[src/rtl/serial_add_ctrl.sv]
// serial_add_ctrl: drives two WIDTH-bit operands LSB-first into an external
// bit-serial adder and closes its carry loop. The adder's sum bit is shifted
// back into a parallel word, and its carry flop output becomes the next carry.
//
// Handshake: a request is accepted on a posedge where start=1 and the block
// is IDLE. a, b and cin are captured on that edge. Nothing is queued.
// done pulses for one cycle when sum/cout are valid. sum/cout then hold until
// the next accepted start begins shifting new bits in.
module serial_add_ctrl #(
  parameter int WIDTH = 8
) (
  input  logic             cp,
  input  logic             rst,
  input  logic             start,
  input  logic [WIDTH-1:0] a,
  input  logic [WIDTH-1:0] b,
  input  logic             cin,
  input  logic             z,
  input  logic             ny,
  output logic             x1,
  output logic             x2,
  output logic             y,
  output logic             busy,
  output logic             done,
  output logic [WIDTH-1:0] sum,
  output logic             cout,
  output logic [1:0]       dbg_state
);

  localparam int CW = $clog2(WIDTH);
  localparam logic [CW-1:0] LAST_BIT = CW'(WIDTH - 1);

  typedef enum logic [1:0] {
    IDLE  = 2'd0,
    SHIFT = 2'd1,
    DONE  = 2'd2
  } state_t;

  state_t         state;
  state_t         state_next;
  logic           accept;
  logic           last_bit;
  logic [CW-1:0]  cnt;
  logic [WIDTH-1:0] a_sr;
  logic [WIDTH-1:0] b_sr;
  logic           carry;

  // State register; reset discards any operation in flight.
  always_ff @(posedge cp or posedge rst) begin
    if (rst) state <= IDLE;
    else     state <= state_next;
  end

  // Next-state decode: IDLE waits for start, SHIFT runs WIDTH bits, DONE lasts one cycle.
  always_comb begin
    state_next = state;
    accept     = 1'b0;
    last_bit   = 1'b0;
    case (state)
      IDLE: begin
        if (start) begin
          accept     = 1'b1;
          state_next = SHIFT;
        end
      end
      SHIFT: begin
        if (cnt == LAST_BIT) begin
          last_bit   = 1'b1;
          state_next = DONE;
        end
      end
      DONE:    state_next = IDLE;
      default: state_next = IDLE;
    endcase
  end

  // Serial outputs to the adder: live only while shifting, quiet otherwise.
  always_comb begin
    x1 = 1'b0;
    x2 = 1'b0;
    y  = 1'b0;
    if (state == SHIFT) begin
      x1 = a_sr[0];
      x2 = b_sr[0];
      y  = carry;
    end
  end

  // Operand capture, shifting, carry feedback and result collection.
  always_ff @(posedge cp or posedge rst) begin
    if (rst) begin
      cnt   <= '0;
      a_sr  <= '0;
      b_sr  <= '0;
      carry <= 1'b0;
      sum   <= '0;
      cout  <= 1'b0;
    end else if (accept) begin
      cnt   <= '0;
      a_sr  <= a;
      b_sr  <= b;
      carry <= cin;
    end else if (state == SHIFT) begin
      cnt   <= cnt + 1'b1;
      a_sr  <= {1'b0, a_sr[WIDTH-1:1]};
      b_sr  <= {1'b0, b_sr[WIDTH-1:1]};
      // ny was updated by the adder on the preceding negedge.
      carry <= ny;
      sum   <= {z, sum[WIDTH-1:1]};
      if (last_bit) cout <= ny;
    end
  end

  // Registered status flags, derived from the state being entered.
  always_ff @(posedge cp or posedge rst) begin
    if (rst) begin
      busy <= 1'b0;
      done <= 1'b0;
    end else begin
      busy <= (state_next == SHIFT);
      done <= (state_next == DONE);
    end
  end

  assign dbg_state = state;

endmodule
[config.mk]
export PLATFORM = sky130hd
export DESIGN_NAME = serial_add_ctrl
export DESIGN_NICKNAME = d
export VERILOG_FILES = /design/src/rtl/serial_add_ctrl.sv
export SDC_FILE = /design/constraint.sdc
export NUM_CORES = 1
export LEC_CHECK = 0
export ABC_AREA = 1
export ABC_CLOCK_PERIOD_IN_PS = 3400
export BUFFER_PORTS_ARGS = -buffer_cell sky130_fd_sc_hd__buf_2
export CAP_MARGIN = 25
export CORE_ASPECT_RATIO = 0.7
export CORE_MARGIN = 2
export CORE_UTILIZATION = 55
export CTS_CLUSTER_SIZE = 10
export DETAILED_ROUTE_END_ITERATION = 6
export HOLD_SLACK_MARGIN = 0.03
export PLACE_DENSITY = 0.83
export SYNTH_ARGS = -nofsm -noshare
export SYNTH_HDL_FRONTEND = slang
export SYNTH_SLANG_ARGS = --single-unit
[constraint.sdc]
create_clock -name cp -period 3.4 [get_ports cp]
set_input_delay 0.68 -clock cp [delete_from_list [all_inputs] [get_ports cp]]
set_output_delay 0.68 -clock cp [all_outputs]
set_load 0.01 [all_outputs]
======== Yosys cells after proc, flatten, opt, wreduce, memory -nomap -nowiden ========
Index checks and enable logic that the tools add are counted.
word-level totals
  word-level logic and storage cells ...... 37
  bits in registers ....................... 33
  input port bits ......................... 22
  output and inout port bits .............. 16
operators by class
  reductions and logical operators ........ 4
  add/subtract/negate cells ............... 1
  multiplexer cells ....................... 18
  bitwise gates (word level) .............. 1
  eq/ne operators ......................... 4
operators with widths
  operator             number
  $mux 8               4
  $mux 1               9
  $mux 3               2
  $eq 2x1->1 const B   2
  $mux 2               2
  $pmux 2 s2           1
  $add 3x1->3 const B  1
  $eq 3x3->1 const B   1
  $reduce_and 3->1     1
  $eq 2x2->1 const B   1
  $logic_not 2->1      1
  $reduce_and 2->1     1
  $reduce_bool 2->1    1
  $not 1->1            1

======== Depth between registers and ports, before layout ========
  depth after elaboration ................. 4
  mapped depth ............................ 6
  depth with buffers taken out ............ 6

======== Least setup slack after synthesis ========
Ideal clock, no wire load.
  kind .................................... reg-to-output
  start ................................... register state[1] (netlist: dbg_state[1])
  end ..................................... output port x1
  path buffers ............................ 1
  slack ................................... 1.718 ns
  data required time ...................... 2.720 ns
  arrival ................................. 1.002 ns
  cell stages (with the launch flop) ...... 5
  cells stage by stage .................... dfrtp_1 inv_1 nand2_4 buf_2 nor2_1
on the way
  cells in the longest elaborated chain, start to end .. 2
ends and longest elaborated chain
  item                    RTL line  text
  start, declared         39        state_t state;
  start signal, assigned  51        else state <= state_next;
  $eq 2x1->1              82        if (state == SHIFT) begin
  $mux 1                  82
  end, declared           20        output logic x1,
No other way between the ends.

======== Final worst setup path ========
  start ................................... register state[1] (netlist: dbg_state[1])
  end ..................................... output port x2
on the way
  cells in the longest elaborated chain, start to end .. 2
ends and longest elaborated chain
  item           RTL line  text
  $eq 2x1->1     82
  $mux 1         82
  end, declared  21        output logic x2,
No other way between the ends.

==> flow_metrics.tcl <==
set metrics [dict create \
    initial_core_util_pct 58.7 \
    worst_skew_pair.late_latency_ns 0.28 \
    drt_drc_violations_left 0 \
    whs_path_depth 2 \
    die_w_um 65.5 \
    syn_area_per_cell_um2 8.81 \
    detail_route.vias_per_cell 4.89 \
    rr_endpoint "b_sr[3]$_DFFE_PP0P_" \
    filler_cell_count 208 \
    coreArea_mm2 0.00248 \
    layout-drive-gt1-share_pct 28.9 \
    p_int_mw 0.905 \
    critical_path.reg2reg.startpoint "dbg_state[0]$_DFF_PP0_" \
    seq_total_area_yosys_pct 56.8 \
    end_kind "output pin" \
    crit_path_top_delay_cell "dfrtp_1" \
    post-dp-hpwl_um 1940 \
    cts_tree "done" \
    antenna-diode-count 0 \
    yosys_register_bits 33 \
    whs_endpoint "b_sr[7]$_DFFE_PP0P_" \
    net-switching-power_mw 0.593 \
    antenna_found_initial 0 \
    mappedNetlistArea_mm2 0.00145 \
    worst-r2r-setup-slack_ns 1.84 \
    std_cell_rows 15 \
    final-hold-violation-count 0 \
    avgRoutedWirePerCell_um 11.9 \
    via_count 1163 \
    num_io_pins 38 \
    layout_common_cells "nand2_1, buf_2, dfrtp_1" \
    final_period_minus_worst_setup_slack_ns 1.98 \
    worst-path-buf-inv 2 \
    wl_um 2830 \
    power_frac_clock_pct 18.5 \
    cts_num_sinks 33 \
    pwr-share-comb_pct 37.3 \
    worstSetupStartpoint "dbg_state[1]$_DFF_PP0_" \
    drt-initial-drc-count 130 \
    outcome "completed" \
    globalRoute.totalOverflow 0 \
    setup_viol 0 \
    final_weighted_congestion_in_routability_driven_placement 0.761 \
    max-slew-margin-rel_pct 53.6 \
    power.sequential.fraction_pct 44.2 \
    tritoncts.num_buffers 5 \
    drv_slew 0 \
    setup_repair_after_global_routing_missed_its_margin "no" \
    count_of_maximum_capacitance_violations 0 \
    whs_ns 0.474 \
    drt_first_pass_iters 4 \
    reg2reg_depth 4 \
    overall_routing_resource_usage_pct 21.1 \
    syn-instance-count 165 \
    ctsResizeCount 0 \
    clk_pin_slew_worst_paths_ns 0.06 \
    design.die.area_mm2 0.00308 \
    first_global_vias 1017 \
    netlist-cell-type-count 15 \
    crit_path_cell_trace "inv_1, nand2_4, nor2_1, buf_2" \
    power.leakage_nw 0.938 \
    clk_root_buffer_cell "clkbuf_8" \
    swShare_pct 39.6 \
    fin_crit_sh_pct 58.2 \
    synth_fp_nets 189 \
    area_delta_synth_final_pct 18.5 \
    layout_commonest_cell "nand2_1" \
    finish.net_count 227 \
    cp_data_arrival_time_ns 1.30 \
    critPathRequiredTime_ns 2.72 \
    cts_setup_buffers 0 \
    hp-class "reg -> reg" \
    synthesis.yosys.warnings 0 \
    dieHeight_um 47.0 \
    cp_max_fo 18 \
    worst_hold_startpoint "b_sr[7]$_DFFE_PP0P_" \
    worst_ir_drop_vdd_mv 0.447 \
    seqCellArea_um2 826 \
    holdBufCountCts 0 \
    power_density_mw_per_mm2 870 \
    timing.critical_path.max_delay_family "flip-flops" \
    deepest_level_of_the_cts_h_tree 2 \
    finalClockSkew_ns 0.00444 \
    fin_setup_tns_ns 0 \
    grt_first_pass_wirelength_um 4520 \
    fmax_mhz 505 \
    clk_path_buf_depth 2 \
    grt_start_max_net_pins 34 \
    area_of_the_multi_input_gates_um2 539 \
    worst-setup-path-type "reg -> out" \
    io_buffers 37 \
    ant_nets 0 \
    peak_per_stage_delay_on_the_critical_path_ns 0.43 \
    worst-slew-pin-transition_ns 0.692 \
    timing.critical_path.from_type "flop" \
]
-- cell usage after synthesis, drive strengths merged --
library cell	count	area, um^2
dfrtp	33	826
nor2	6	30.0
buf	8	56.3
o21ai	5	25.0
nand3	32	160
ha	2	25.0
inv	8	32.5
nand2	71	299
-- metal layers --
layer	GRT usage, %	routed length (um)
met5	0	0
met4	11.3	37
met3	8.87	148
met2	32.7	1330
met1	26.1	1320
-- area by class of cell --
type                            count  share of cell area [%]
Clock buffer                        6                    4.21
Clock inverter                      2                   0.581
Inverter                            8                    1.89
Multi-Input combinational cell    116                    31.3
Sequential cell                    33                    47.9
Tap cell                           34                    2.47
Timing Repair Buffer               39                    11.6
-- registers in the layout, indices dropped and copies added, names as in the netlist, 2 cells and up --
register,flops
a_sr,8
b_sr,8
sum,8
cnt,3
dbg_state,2
-- worst min-delay path: cells and delay by family, from the launching register on --
family / cells / cell delay, ns
simple gates: 2 / 0.11
flops: 1 / 0.34
-- per-stage QoR --
step	instances	instance area (um^2)	power, mW	utilization [%]	worst slack [ns]
6_report	238	1720	1.50	69.5	1.42
5_1_grt	238	1720	1.63	69.5	1.34
4_1_cts	238	1720	1.51	69.5	1.42
3_5_place_dp	230	1640	1.23	66.2	1.42
3_3_place_gp	230	1640	1.20	66.2	1.47
2_1_floorplan	165	1450	1.08	-	1.72
-- worst max-delay path by stage --
| stage | endpoint | slack [ns] | cells after the start |
|---|---|---|---|
| 2_1_floorplan | x1 | 1.72 | 4 |
| 3_5_place_dp | b_sr[2]$_DFFE_PP0P_ | 1.42 | 5 |
| 3_3_place_gp | b_sr[4]$_DFFE_PP0P_ | 1.47 | 5 |
| 6_report | x2 | 1.42 | 4 |
| 5_1_grt | x2 | 1.34 | 4 |
| 4_1_cts | x2 | 1.42 | 4 |
-- power by group through the flow --
stage | Clock [mW] | Combinational, mW | Sequential, mW
floorplan | 0 | 0.402 | 0.682
global placement | 0 | 0.540 | 0.660
detailed placement | 0 | 0.566 | 0.666
CTS | 0.283 | 0.568 | 0.662
global route | 0.307 | 0.642 | 0.682
finish | 0.277 | 0.559 | 0.663
-- cells by family after synthesis --
kind of cell               count (synthesis)  share of synthesized area [%]
and+or+nand+nor                          109                           33.6
DFF                                       33                           56.8
buffers and inverters                     16                           6.11
AOI/OAI and AO/OA                          5                           1.72
adders and majority gates                  2                           1.72
Note: power is estimated with default switching activity, not from simulation.
